**config.mk**
```make
export PLATFORM = sky130hd
export DESIGN_NAME = cpu_boot_sequencer
export DESIGN_NICKNAME = d
export VERILOG_FILES = /design/src/rtl/cpu_boot_sequencer.sv
export SDC_FILE = /design/constraint.sdc
export NUM_CORES = 1
export LEC_CHECK = 0
export BUFFER_PORTS_ARGS = -buffer_cell sky130_fd_sc_hd__buf_2
export CAP_MARGIN = 5
export CORE_ASPECT_RATIO = 1.4
export CORE_UTILIZATION = 57
export DETAILED_ROUTE_END_ITERATION = 7
export PLACE_DENSITY = 0.85
export SLEW_MARGIN = 20
export SYNTH_ARGS = -nofsm -noshare
export SYNTH_HDL_FRONTEND = slang
export SYNTH_SLANG_ARGS = --single-unit
```
**constraint.sdc**
```tcl
create_clock -name clk -period 4 [get_ports clk]
set_clock_uncertainty 0.1 [all_clocks]
set_input_delay 0.2 -clock clk [delete_from_list [all_inputs] [get_ports clk]]
set_output_delay 0.2 -clock clk [all_outputs]
set_load 0.01 [all_outputs]
```
**src/rtl/cpu_boot_sequencer.sv**
```systemverilog
`default_nettype none
// ============================================================================
// Module   : cpu_boot_sequencer
// Brief    : Drives a single-cycle CPU through pre-load reset, program load from
//            a valid/ready instruction stream, post-load reset and a run window.
//            Optional LOAD idle watchdog enabled by defining SEQ_WATCHDOG_EN.
// Revision : 1.0 - initial release
// ============================================================================
module cpu_boot_sequencer #(
    parameter int IMEM_DEPTH  = 64,
    parameter int CNT_W       = 7,
    parameter int WDOG_CYCLES = 32
) (
    input  logic             clk,
    input  logic             Reset,
    input  logic             start,
    input  logic [15:0]      run_cycles,
    input  logic             halt_req,
    input  logic             instr_valid,
    input  logic [31:0]      instr_data,
    input  logic             instr_last,
    output logic             instr_ready,
    output logic             cpu_reset,
    output logic             cpu_load,
    output logic [31:0]      cpu_instr,
    output logic             busy,
    output logic             done,
    output logic [CNT_W-1:0] load_count,
    output logic             err
);

    typedef enum logic [2:0] {
        S_IDLE     = 3'd0,
        S_PRE_RST  = 3'd1,
        S_LOAD     = 3'd2,
        S_POST_RST = 3'd3,
        S_RUN      = 3'd4,
        S_DONE     = 3'd5
    } state_t;

    state_t           r_state, w_state_nxt;
    logic             r_load_end, w_load_end_nxt;
    logic [15:0]      r_run_len, w_run_len_nxt;
    logic [15:0]      r_run_cnt, w_run_cnt_nxt;
    logic             r_instr_ready, w_instr_ready_nxt;
    logic             r_cpu_reset, w_cpu_reset_nxt;
    logic             r_cpu_load, w_cpu_load_nxt;
    logic [31:0]      r_cpu_instr, w_cpu_instr_nxt;
    logic             r_busy, w_busy_nxt;
    logic             r_done, w_done_nxt;
    logic [CNT_W-1:0] r_load_count, w_load_count_nxt;
    logic             r_err, w_err_nxt;

    logic w_beat;
    logic w_last_slot;

`ifdef SEQ_WATCHDOG_EN
    localparam int c_wdog_w = $clog2(WDOG_CYCLES + 1);
    logic [c_wdog_w-1:0] r_wdog_cnt, w_wdog_cnt_nxt;
`endif

    assign w_beat      = r_instr_ready & instr_valid;
    assign w_last_slot = (r_load_count == CNT_W'(IMEM_DEPTH - 1));

    // r_load_end marks the cycle carrying the final load pulse, so the
    // post-load reset never overlaps an instruction write.
    always_comb begin
        w_state_nxt       = r_state;
        w_load_end_nxt    = r_load_end;
        w_run_len_nxt     = r_run_len;
        w_run_cnt_nxt     = r_run_cnt;
        w_instr_ready_nxt = r_instr_ready;
        w_cpu_reset_nxt   = r_cpu_reset;
        w_cpu_load_nxt    = 1'b0;
        w_cpu_instr_nxt   = r_cpu_instr;
        w_busy_nxt        = r_busy;
        w_done_nxt        = r_done;
        w_load_count_nxt  = r_load_count;
        w_err_nxt         = r_err;
`ifdef SEQ_WATCHDOG_EN
        w_wdog_cnt_nxt    = r_wdog_cnt;
`endif
        case (r_state)
            S_IDLE, S_DONE: begin
                w_cpu_reset_nxt = 1'b1;
                if (start) begin
                    w_state_nxt      = S_PRE_RST;
                    w_load_count_nxt = '0;
                    w_err_nxt        = 1'b0;
                    w_done_nxt       = 1'b0;
                    w_busy_nxt       = 1'b1;
                    w_run_len_nxt    = run_cycles;
                end
            end
            S_PRE_RST: begin
                w_state_nxt       = S_LOAD;
                w_cpu_reset_nxt   = 1'b0;
                w_instr_ready_nxt = 1'b1;
                w_load_end_nxt    = 1'b0;
`ifdef SEQ_WATCHDOG_EN
                w_wdog_cnt_nxt    = '0;
`endif
            end
            S_LOAD: begin
                if (r_load_end) begin
                    w_state_nxt     = S_POST_RST;
                    w_cpu_reset_nxt = 1'b1;
                    w_load_end_nxt  = 1'b0;
                end else if (w_beat) begin
                    w_cpu_load_nxt   = 1'b1;
                    w_cpu_instr_nxt  = instr_data;
                    w_load_count_nxt = r_load_count + CNT_W'(1);
`ifdef SEQ_WATCHDOG_EN
                    w_wdog_cnt_nxt   = '0;
`endif
                    if (instr_last || w_last_slot) begin
                        w_load_end_nxt    = 1'b1;
                        w_instr_ready_nxt = 1'b0;
                        if (!instr_last) begin
                            w_err_nxt = 1'b1;
                        end
                    end
                end
`ifdef SEQ_WATCHDOG_EN
                else if (r_wdog_cnt == c_wdog_w'(WDOG_CYCLES - 1)) begin
                    w_state_nxt       = S_DONE;
                    w_err_nxt         = 1'b1;
                    w_instr_ready_nxt = 1'b0;
                    w_cpu_reset_nxt   = 1'b1;
                    w_busy_nxt        = 1'b0;
                    w_done_nxt        = 1'b1;
                end else begin
                    w_wdog_cnt_nxt = r_wdog_cnt + c_wdog_w'(1);
                end
`endif
            end
            S_POST_RST: begin
                w_state_nxt     = S_RUN;
                w_cpu_reset_nxt = 1'b0;
                w_run_cnt_nxt   = '0;
            end
            S_RUN: begin
                w_run_cnt_nxt = r_run_cnt + 16'd1;
                // Zero run length means free-run until halt_req.
                if (halt_req || ((r_run_len != 16'd0) && (r_run_cnt == r_run_len - 16'd1))) begin
                    w_state_nxt     = S_DONE;
                    w_cpu_reset_nxt = 1'b1;
                    w_busy_nxt      = 1'b0;
                    w_done_nxt      = 1'b1;
                end
            end
            default: begin
                w_state_nxt     = S_IDLE;
                w_cpu_reset_nxt = 1'b1;
                w_busy_nxt      = 1'b0;
            end
        endcase
    end

    always_ff @(posedge clk or negedge Reset) begin
        if (!Reset) begin
            r_state       <= S_IDLE;
            r_load_end    <= 1'b0;
            r_run_len     <= '0;
            r_run_cnt     <= '0;
            r_instr_ready <= 1'b0;
            r_cpu_reset   <= 1'b1;
            r_cpu_load    <= 1'b0;
            r_cpu_instr   <= '0;
            r_busy        <= 1'b0;
            r_done        <= 1'b0;
            r_load_count  <= '0;
            r_err         <= 1'b0;
        end else begin
            r_state       <= w_state_nxt;
            r_load_end    <= w_load_end_nxt;
            r_run_len     <= w_run_len_nxt;
            r_run_cnt     <= w_run_cnt_nxt;
            r_instr_ready <= w_instr_ready_nxt;
            r_cpu_reset   <= w_cpu_reset_nxt;
            r_cpu_load    <= w_cpu_load_nxt;
            r_cpu_instr   <= w_cpu_instr_nxt;
            r_busy        <= w_busy_nxt;
            r_done        <= w_done_nxt;
            r_load_count  <= w_load_count_nxt;
            r_err         <= w_err_nxt;
        end
    end

`ifdef SEQ_WATCHDOG_EN
    always_ff @(posedge clk or negedge Reset) begin
        if (!Reset) begin
            r_wdog_cnt <= '0;
        end else begin
            r_wdog_cnt <= w_wdog_cnt_nxt;
        end
    end
`endif

    assign instr_ready = r_instr_ready;
    assign cpu_reset   = r_cpu_reset;
    assign cpu_load    = r_cpu_load;
    assign cpu_instr   = r_cpu_instr;
    assign busy        = r_busy;
    assign done        = r_done;
    assign load_count  = r_load_count;
    assign err         = r_err;

endmodule
`default_nettype wire
```
; Yosys cells after proc, flatten, opt, wreduce, memory -nomap -nowiden
; Index checks and enable logic that the tools add are counted.
[op_classes]
n_addsub = 3
eq_ne = 14
muxes = 33
n_bitwise = 3
n_reduce_logical = 21
[op_table]
columns = op, count
row1 = case mux 16 bit (2 select lines), 1
row2 = 2-to-1 mux 7 bit, 3
row3 = 2-to-1 mux 1 bit, 18
row4 = adder 16 x 1 -> 16 bit (second input constant), 1
row5 = equality test 16 bit, 1
row6 = nonzero test 16 bit, 1
row7 = subtractor 16 x 1 -> 16 bit (second input constant), 1
row8 = case mux 3 bit (5 select lines), 1
row9 = != test 2 bit (second input constant), 7
row10 = case mux 7 bit (2 select lines), 1
row11 = AND reduction 3 bit, 4
row12 = 2-to-1 mux 3 bit, 3
row13 = case mux 1 bit (2 select lines), 4
row14 = AND reduction 4 bit, 2
row15 = nonzero test 2 bit, 4
row16 = adder 7 x 1 -> 7 bit (second input constant), 1
row17 = equality test 7 x 6 -> 1 bit (second input constant), 1
row18 = equality test 3 x 2 -> 1 bit (second input constant), 2
row19 = equality test 3 bit (second input constant), 2
row20 = case mux 1 bit (3 select lines), 2
row21 = AND reduction 6 bit, 1
row22 = AND reduction 2 bit, 2
row23 = OR reduction 2 bit, 2
row24 = equality test 3 x 1 -> 1 bit (second input constant), 1
row25 = other kinds (6), 8
[totals]
regBits = 81
input_bits = 54
out_inout_bits = 45
word_cells = 86

; Logic depth before layout (Yosys ltp)
; Gate-level depths: netlist of the first run.
[depth]
word_depth = 6
depth_mapped = 9
depth_no_buf = 9

; Worst setup path after synthesis of the first run
; Ideal clock, no wire load.
[synth_timing]
kind = register to register
startpoint = register r_run_len[0]
endpoint = register r_busy, in the netlist busy
setup_ns = 0.120
t_arrival_ns = 2.403
t_required_ns = 3.780
path_slack_ns = 1.377
path_stages_with_launch = 10
path_buffers = 0
period_less_slack_ns = 2.623
path_cell_list = dfrtp_1 -> inv_1 -> ha_1 -> or4b_4 -> nor3_1 -> xnor2_1 -> nand3_1 -> a2111oi_2 -> a41oi_2 -> a31o_1
[synth_between]
elab_chain_len = 6
word_cells_on_any_way = 7
classes_between = add/sub (1) / eq/ne (2) / reduce/logical (4)
[synth_lines]
columns = element, line
row1 = start: declaration, 43  ; logic [15:0] r_run_len, w_run_len_nxt;
row2 = start signal: assignment, 177  ; r_run_len <= w_run_len_nxt;
row3 = subtractor 16 x 1 -> 16 bit, 145  ; if (halt_req || ((r_run_len != 16'd0) && (r_run_cnt == r_run_len - 16'd1))) begin
row4 = equality test 16 bit, 145
row5 = logical AND 1 bit *, 145
row6 = logical OR 1 bit *, 145
row7 = != test 2 bit (no line) *, n/a
row8 = AND reduction 3 bit (no line) *, n/a
row9 = end signal: assignment, 183  ; r_busy <= w_busy_nxt;
row10 = end: declaration, 49  ; logic r_busy, w_busy_nxt;
; Every way passes the cells marked *; elsewhere a longest branch is shown, timed or not.
; A chain may end at the register's enable or synchronous reset.

; Worst setup path after layout of the first run
; Ends and elaborated chain as after synthesis.

==> load_flow_metrics.sql, run 1 <==
INSERT INTO impl_metrics (metric_group, metric, value, unit) VALUES
('run_status', 'outcome', 'completed', ''),
('place', 'io_buffer_count', '98', ''),
('synthesis', 'synth_top_cells_by_count', 'dfrtp_1 (80), mux2_1 (36), nor2_1 (36)', ''),
('worst_setup_path', 'critPathTopFamily', 'compound AO/OA/AOI/OAI gates', ''),
('sta', 'timing.fmax', '341', 'MHz'),
('synthesis', 'synth_cells', '352', ''),
('sta', 'grt_setup_unrepaired', 'false', ''),
('synthesis', 'yosysSeqAreaShare', '52.1', '%'),
('synthesis', 'total_number_of_yosys_warnings', '0', ''),
('clock_tree', 'root_buffer', 'clkbuf_8', ''),
('synthesis', 'synthArstFlopShare', '100', '%'),
('power', 'total_power_divided_by_cell_area', '665', 'nW/µm²'),
('worst_setup_path', 'cp_data_arrival_time', '3.07', 'ns'),
('sta', 'hold_viol', '0', ''),
('worst_setup_path', 'rr_worst_depth', '9', ''),
('floorplan', 'die_h', '99.8', 'µm'),
('drt', 'drc_violation_total_after_the_first_tritonroute_iteration', '191', ''),
('synthesis', 'yosys.area_share.simple', '16.1', '%'),
('power', 'overall_power_of_the_completed_layout', '3.45', 'mW'),
('grt', 'globalRoute.totalOverflow', '0', ''),
('sta', 'tightest_slew', '0.945', 'ns'),
('synthesis', 'area_share_of_the_leading_cell_type_in_the_synthesized_netlist', '51.4', '%'),
('synthesis', 'netlist-cell-type-count', '45', ''),
('worst_setup_path', 'path_buf_inv', '1', ''),
('min_path', 'timing.hold.worst.class', 'in -> reg', ''),
('floorplan', 'floorplan_die_area', '7170', 'µm²'),
('place', 'postPlaceCellArea', '4460', 'µm²'),
('power', 'worst_ir_drop_vdd', '0.456', 'mV'),
('sta', 'layout_min_cycle_time', '2.93', 'ns'),
('worst_setup_path', 'crit_path_slowest_cell', 'or4b_4', ''),
('synthesis', 'ys.flop_type', 'dfrtp_1', ''),
('grt', 'antenna_found_initial', '0', ''),
('drt', 'post_drt_via_cell_ratio', '5.52', ''),
('min_path', 'min_from', 'halt_req', ''),
('grt', 'largest_net_degree_at_the_start_of_global_routing', '82', ''),
('synthesis', 'avgSynthCellArea', '11.1', 'µm²'),
('sta', 'final-max-slew-violation-count', '0', ''),
('clock_tree', 'cts-root-to-sink-buffers', '2', ''),
('finish', 'syn2layout_area_growth', '33.5', '%'),
('worst_setup_path', 'regToRegSetupSlack', '1.07', 'ns'),
('grt', 'global_route_track_usage_on_met2', '51.2', '%'),
('synthesis', 'post_synthesis_mux_area_share', '15.9', '%'),
('worst_setup_path', 'path_class', 'reg -> reg', ''),
('worst_setup_path', 'critical_path_required', '4.14', 'ns'),
('synthesis', 'synthesis.area', '3890', 'µm²'),
('worst_setup_path', 'crit_path_end_kind', 'register', ''),
('grt', 'global_route.usage.met3', '8.13', '%'),
('sta', 'finalCritPeriodShare', '73.3', '%'),
('drt', 'drt.antenna.violating_nets', '0', ''),
('synthesis', 'synthXorXnorAreaFrac', '6.08', '%'),
('synthesis', 'number_of_synthesized_flops_with_an_enable_pin', '0', ''),
('clock_tree', 'cts.sink_count', '81', ''),
('synthesis', 'postSynthNetCount', '409', ''),
('synthesis', 'post-synth-top-area-cell', 'dfrtp_1', ''),
('power', 'leakagePower', '2.40', 'nW'),
('worst_setup_path', 'slowest_delay', '0.56', 'ns'),
('drt', 'route.detailed.wl_per_inst', '16.6', 'µm'),
('floorplan', 'fp.dieW', '71.8', 'µm'),
('finish', 'share_of_layout_cells_above_drive_strength_1', '27.1', '%'),
('clock_tree', 'cts_max_level', '3', ''),
('grt', 'first_pass_grt_wire_length', '16400', 'µm'),
('floorplan', 'core', '6610', 'µm²'),
('worst_setup_path', 'crit_chain', 'inv_1 -> ha_1 -> or4b_4 -> nor2_2 -> mux2i_1 -> o31ai_1 -> a2111oi_2 -> a41oi_2 -> a31o_1', ''),
('clock_tree', 'clkSlewWorstSetupHoldPaths', '0.08', 'ns'),
('grt', 'grt_use_met1', '34.7', '%'),
('min_path', 'worst_hold_path.num_cells', '3', ''),
('min_path', 'min_to', 'done', ''),
('finish', 'finish.instance_area', '5200', 'µm²'),
('synthesis', 'synth_top_family_by_area', 'simple AND/OR/NAND/NOR gates', ''),
('synthesis', 'post_synthesis_sequential_element_count', '81', ''),
('floorplan', 'floorplan.rows', '35', '');
## what timing repair did
item,in CTS,in global routing
resized for setup,0,0
endpoints found under the hold margin,128,0
hold buffers,49,0
buffers inserted,0,0
## worst reg2reg max path, delay by kind of cell (launching register included)
kind | cells | cell delay (ns)
AO/OA/AOI/OAI | 4 | 1.00
adder cells (fa/ha/maj) | 1 | 0.26
buffers and inverters | 1 | 0.10
flip-flops | 1 | 0.43
multiplexers | 1 | 0.20
AND/OR/NAND/NOR | 2 | 0.74
## area by class of cell
type | count | area, µm²
clock buffer | 9 | 124
clock inverter | 6 | 115
fill | 391 | 1420
inverter | 5 | 18.8
multi-input combinational | 253 | 1800
sequential | 81 | 2030
tap | 92 | 115
timing repair buffer | 148 | 995
## cells by family after synthesis
| logic type | Yosys count |
|---|---|
| AO/OA/AOI/OAI | 44 |
| XOR/XNOR | 27 |
| adder cells (fa/ha/maj) | 3 |
| buffers and inverters | 18 |
| flip-flops | 81 |
| multiplexers | 56 |
| AND/OR/NAND/NOR | 123 |
## layout by cell type (no fill, tap or decap), drive strengths merged, types with 2 or more instances in the layout
cell,synthesis,final
a21oi,10,10
a22o,2,2
and2,2,2
and3,3,3
buf,2,99
bufinv,0,3
clkbuf,11,9
dfrtp,80,80
dlygate4sd3,0,49
ha,3,3
inv,5,6
mux2,48,48
mux2i,8,8
nand2,30,30
nand2b,4,4
nand3,22,22
nand4,2,2
nor2,37,37
nor2b,3,3
nor3,9,9
nor4b,4,4
o21ai,19,19
o22ai,4,4
or4,2,2
xnor2,20,20
xor2,7,7
## sequential cells by signal, summed over array words and instances (netlist names)
register and cells:
busy 1, cpu_instr 32, cpu_load 1, cpu_reset 1, done 1, err 1
instr_ready 1, load_count 7, r_load_end 1, r_run_cnt 16, r_run_len 16, r_state 3
## per-stage QoR
step           utilization [%]  cells  setup slack, ns
2_1_floorplan                -    352             1.38
3_3_place_gp              67.5    530             1.24
3_5_place_dp              67.5    530             1.10
4_1_cts                   78.5    594             1.07
5_1_grt                   78.6    594            0.884
6_report                  78.6    594             1.07
## power by group
part           switching [mW]  internal, mW  total, mW
Combinational           0.673         0.620       1.29
Clock                   0.309         0.415      0.724
Sequential              0.311          1.13       1.44
Total                    1.29          2.16       3.45
## worst max path at each step
stage / start / endpoint / slack (ns) / cells after the start
finish: r_run_len[0] / busy / 1.07 / 9
global route: r_run_len[0] / busy / 0.88 / 9
CTS: r_run_len[0] / busy / 1.07 / 9
detailed placement: r_run_len[0] / busy / 1.10 / 9
global placement: r_run_len[0] / busy / 1.24 / 9
floorplan: r_run_len[0] / busy / 1.38 / 9
## per-layer routing
metal	share of wire [%]	wire length, µm	up-vias
met4	3.2	317	0
met3	6.4	628	25
met1	39	3850	1591
li1	-	-	1517
met5	0	0	-
met2	51	5060	145
Power figures use the tool's default switching activity.
==> inputs of run 2 (changes only) <==
- CORE_UTILIZATION: 57 -> 48
- PLACE_DENSITY: 0.85 -> 0.76
- clock period: 4 -> 2.5 ns (I/O delays scaled with it)
==> load_flow_metrics.sql, run 2 (synthesis gave the netlist of run 1 again) <==
INSERT INTO impl_metrics (metric_group, metric, value, unit) VALUES
('sta', 'hold_viol', '0', ''),
('sta', 'final-max-slew-violation-count', '0', ''),
('run_status', 'failed_checks', 'negative setup slack', ''),
('clock_tree', 'cts.sink_count', '81', ''),
('grt', 'antenna_found_initial', '0', ''),
('worst_setup_path', 'critical_path_required', '2.66', 'ns'),
('place', 'place_congestion', '0.871', ''),
('clock_tree', 'tritoncts', 'built', ''),
('sta', 'timing.max_slew.rel_slack', '56.6', '%'),
('sta', 'fin_setup_tns', '-0.0239', 'ns'),
('place', 'io_buffer_count', '98', ''),
('worst_setup_path', 'slowest_delay', '0.52', 'ns'),
('finish', 'final_cell_mix', 'buf_2 (97), dfrtp_1 (80), dlygate4sd3_1 (52), mux2_1 (36), nor2_1 (34)', ''),
('sta', 'grt_setup_unrepaired', 'true', ''),
('clock_tree', 'cts-root-to-sink-buffers', '2', ''),
('run', 'maxCapViolCount', '0', ''),
('power', 'total_power_divided_by_cell_area', '1020', 'nW/µm²'),
('sta', 'timing.fmax', '396', 'MHz'),
('sta', 'report.final.setup_viol', '1', ''),
('grt', 'grt_util_all_layers', '24.3', '%'),
('clock_tree', 'clkLatencyLatePin', '0.37', 'ns'),
('finish', 'share_of_layout_cells_above_drive_strength_1', '31.2', '%'),
('finish', 'num-nets-final', '577', ''),
('grt', 'largest_net_degree_at_the_start_of_global_routing', '51', ''),
('place', 'half_perimeter_wire_length_of_the_detailed_placement_result', '6380', 'µm'),
('grt', 'global_route_track_usage_on_met2', '44.0', '%'),
('drt', 'drc', '0', ''),
('run_status', 'outcome', 'finished, violations left', ''),
('grt', 'grt_use_met1', '26.6', '%'),
('worst_setup_path', 'cp_data_arrival_time', '2.68', 'ns'),
('floorplan', 'floorplan_die_area', '8480', 'µm²'),
('floorplan', 'floorplan.initialDensity', '49.9', '%'),
('drt', 'route.detailed.wl_per_inst', '15.6', 'µm'),
('finish', 'syn2layout_area_growth', '39.6', '%'),
('floorplan', 'die_h', '109', 'µm'),
('floorplan', 'core', '7800', 'µm²'),
('worst_setup_path', 'cp_max_fo', '4', ''),
('worst_setup_path', 'crit_chain', 'inv_2 -> ha_4 -> or4b_4 -> buf_6 -> nor4b_4 -> xnor2_1 -> nor2_1 -> a21oi_1 -> a41oi_2 -> a31o_1', ''),
('worst_setup_path', 'crit_path_end_kind', 'register', ''),
('floorplan', 'floorplan.rows', '38', ''),
('worst_setup_path', 'critPathLaunchType', 'register', ''),
('grt', 'grt_pass1_vias', '3406', ''),
('drt', 'post_drt_via_cell_ratio', '5.20', ''),
('min_path', 'timing.hold.worst.class', 'in -> reg', ''),
('sta', 'tightest_slew', '0.651', 'ns'),
('grt', 'globalRoute.totalOverflow', '0', ''),
('clock_tree', 'clkSlewWorstSetupHoldPaths', '0.09', 'ns'),
('drt', 'drt-pass1-iter-count', '4', ''),
('finish', 'layout_commonest_cell', 'buf_2', ''),
('worst_setup_path', 'path_class', 'reg -> reg', ''),
('floorplan', 'top_level_ports', '99', ''),
('drt', 'drc_violation_total_after_the_first_tritonroute_iteration', '113', ''),
('drt', 'vias', '3248', ''),
('clock_tree', 'cts_inserted_buffers', '9', ''),
('grt', 'first_pass_grt_wire_length', '15700', 'µm'),
('worst_setup_path', 'crit_path_slowest_cell', 'or4b_4', ''),
('finish', 'end_of_flow_core_utilization', '69.7', '%'),
('drt', 'drt.antenna.violating_nets', '0', ''),
('sta', 'finalCritPeriodShare', '101', '%'),
('sta', 'timing.final.ws_setup', '-0.0239', 'ns'),
('finish', 'antenna_cells_inserted', '0', ''),
('finish', 'largest_register_ff_count', '32', ''),
('floorplan', 'fp.dieW', '78.1', 'µm'),
('drt', 'drt_wl_total', '9730', 'µm'),
('clock_tree', 'root_buffer', 'clkbuf_8', ''),
('place', 'postPlaceCellArea', '4660', 'µm²'),
('power', 'leakagePower', '2.52', 'nW'),
('finish', 'finish.instance_area', '5430', 'µm²'),
('sta', 'layout_min_cycle_time', '2.52', 'ns'),
('grt', 'global_route.usage.met3', '5.06', '%'),
('power', 'worst_ir_drop_vdd', '0.816', 'mV'),
('clock_tree', 'cts_max_level', '3', ''),
('grt', 'top_usage_layer', 'met2', '');
run 2: cell types whose count changed in the layout (fill, tap and decap cells not counted), moves of 2 or more:
cell,change
xnor2_1,-2
inv_2,+2
buf_12,+2
inv_1,-2
clkinv_2,+2
dlygate4sd3_1,+3
nor3_1,-2
xnor2_2,+2
buf_4,+17
bufinv_16,-2
run 2: through the flow:
step	power (mW)	hold slack, ns	std cells	worst slack, ns
after CTS	5.51	0.0653	624	-0.0619
final	5.55	0.0625	625	-0.0239
after detailed placement	4.44	0.0960	556	-0.146
after global placement	4.34	0.0926	556	-0.0619
after floorplan	3.57	-0.271	352	-0.0519
after global routing	5.88	0.0767	625	-0.150
run 2: per-layer routing:
metal / share of wire (%) / vias to the layer above
li1: - / 1569
met1: 41 / 1563
met2: 52 / 98
met3: 4.8 / 18
met4: 2.5 / 0
met5: 0 / -
run 2: what timing repair did:
| action | in CTS | in global routing |
|---|---|---|
| hold endpoints to repair | 102 | 0 |
| endpoints found under the setup margin | 4 | 4 |
| hold buffers | 52 | 0 |
| gates resized for setup | 4 | 3 |
| pin swaps | 6 | 5 |
| setup buffers | 0 | 1 |
run 2: path summary, 6_finish.rpt:
kind,start,endpoint,slack [ns],cells past startpoint
setup / recovery,r_run_len[1],busy,-0.02,10
hold / removal,instr_valid,cpu_load,0.06,3
setup reg to reg,r_run_len[1],busy,-0.02,10
hold reg to reg,cpu_instr[11],cpu_instr[11],0.38,1
max in group asynchronous,Reset,cpu_reset,1.39,3
min in group asynchronous,Reset,r_run_len[9],0.24,2
run 2: worst max-delay path, delay by kind of cell, from the launching register on:
family	cells	cell delay (ns)
compound gates	3	0.55
xor+xnor	1	0.16
fa+ha+maj	1	0.12
buf+inv	2	0.24
flops	1	0.40
simple gates	3	0.85
run 2: cell type report:
cell class,instances,area (µm²)
clock buffers,11,141
well taps,100,125
multi-input cells,253,1870
clock inverters,5,56.3
inverters,5,18.8
repair buffers,170,1190
fillers,578,2360
flip-flops and latches,81,2030
run 2: power breakdown:
group | switching [mW] | leakage, nW | internal [mW]
Sequential | 0.394 | 1.02 | 1.80
Clock | 0.482 | 0.0993 | 0.487
Combinational | 1.19 | 1.40 | 1.19
Total | 2.07 | 2.52 | 3.48
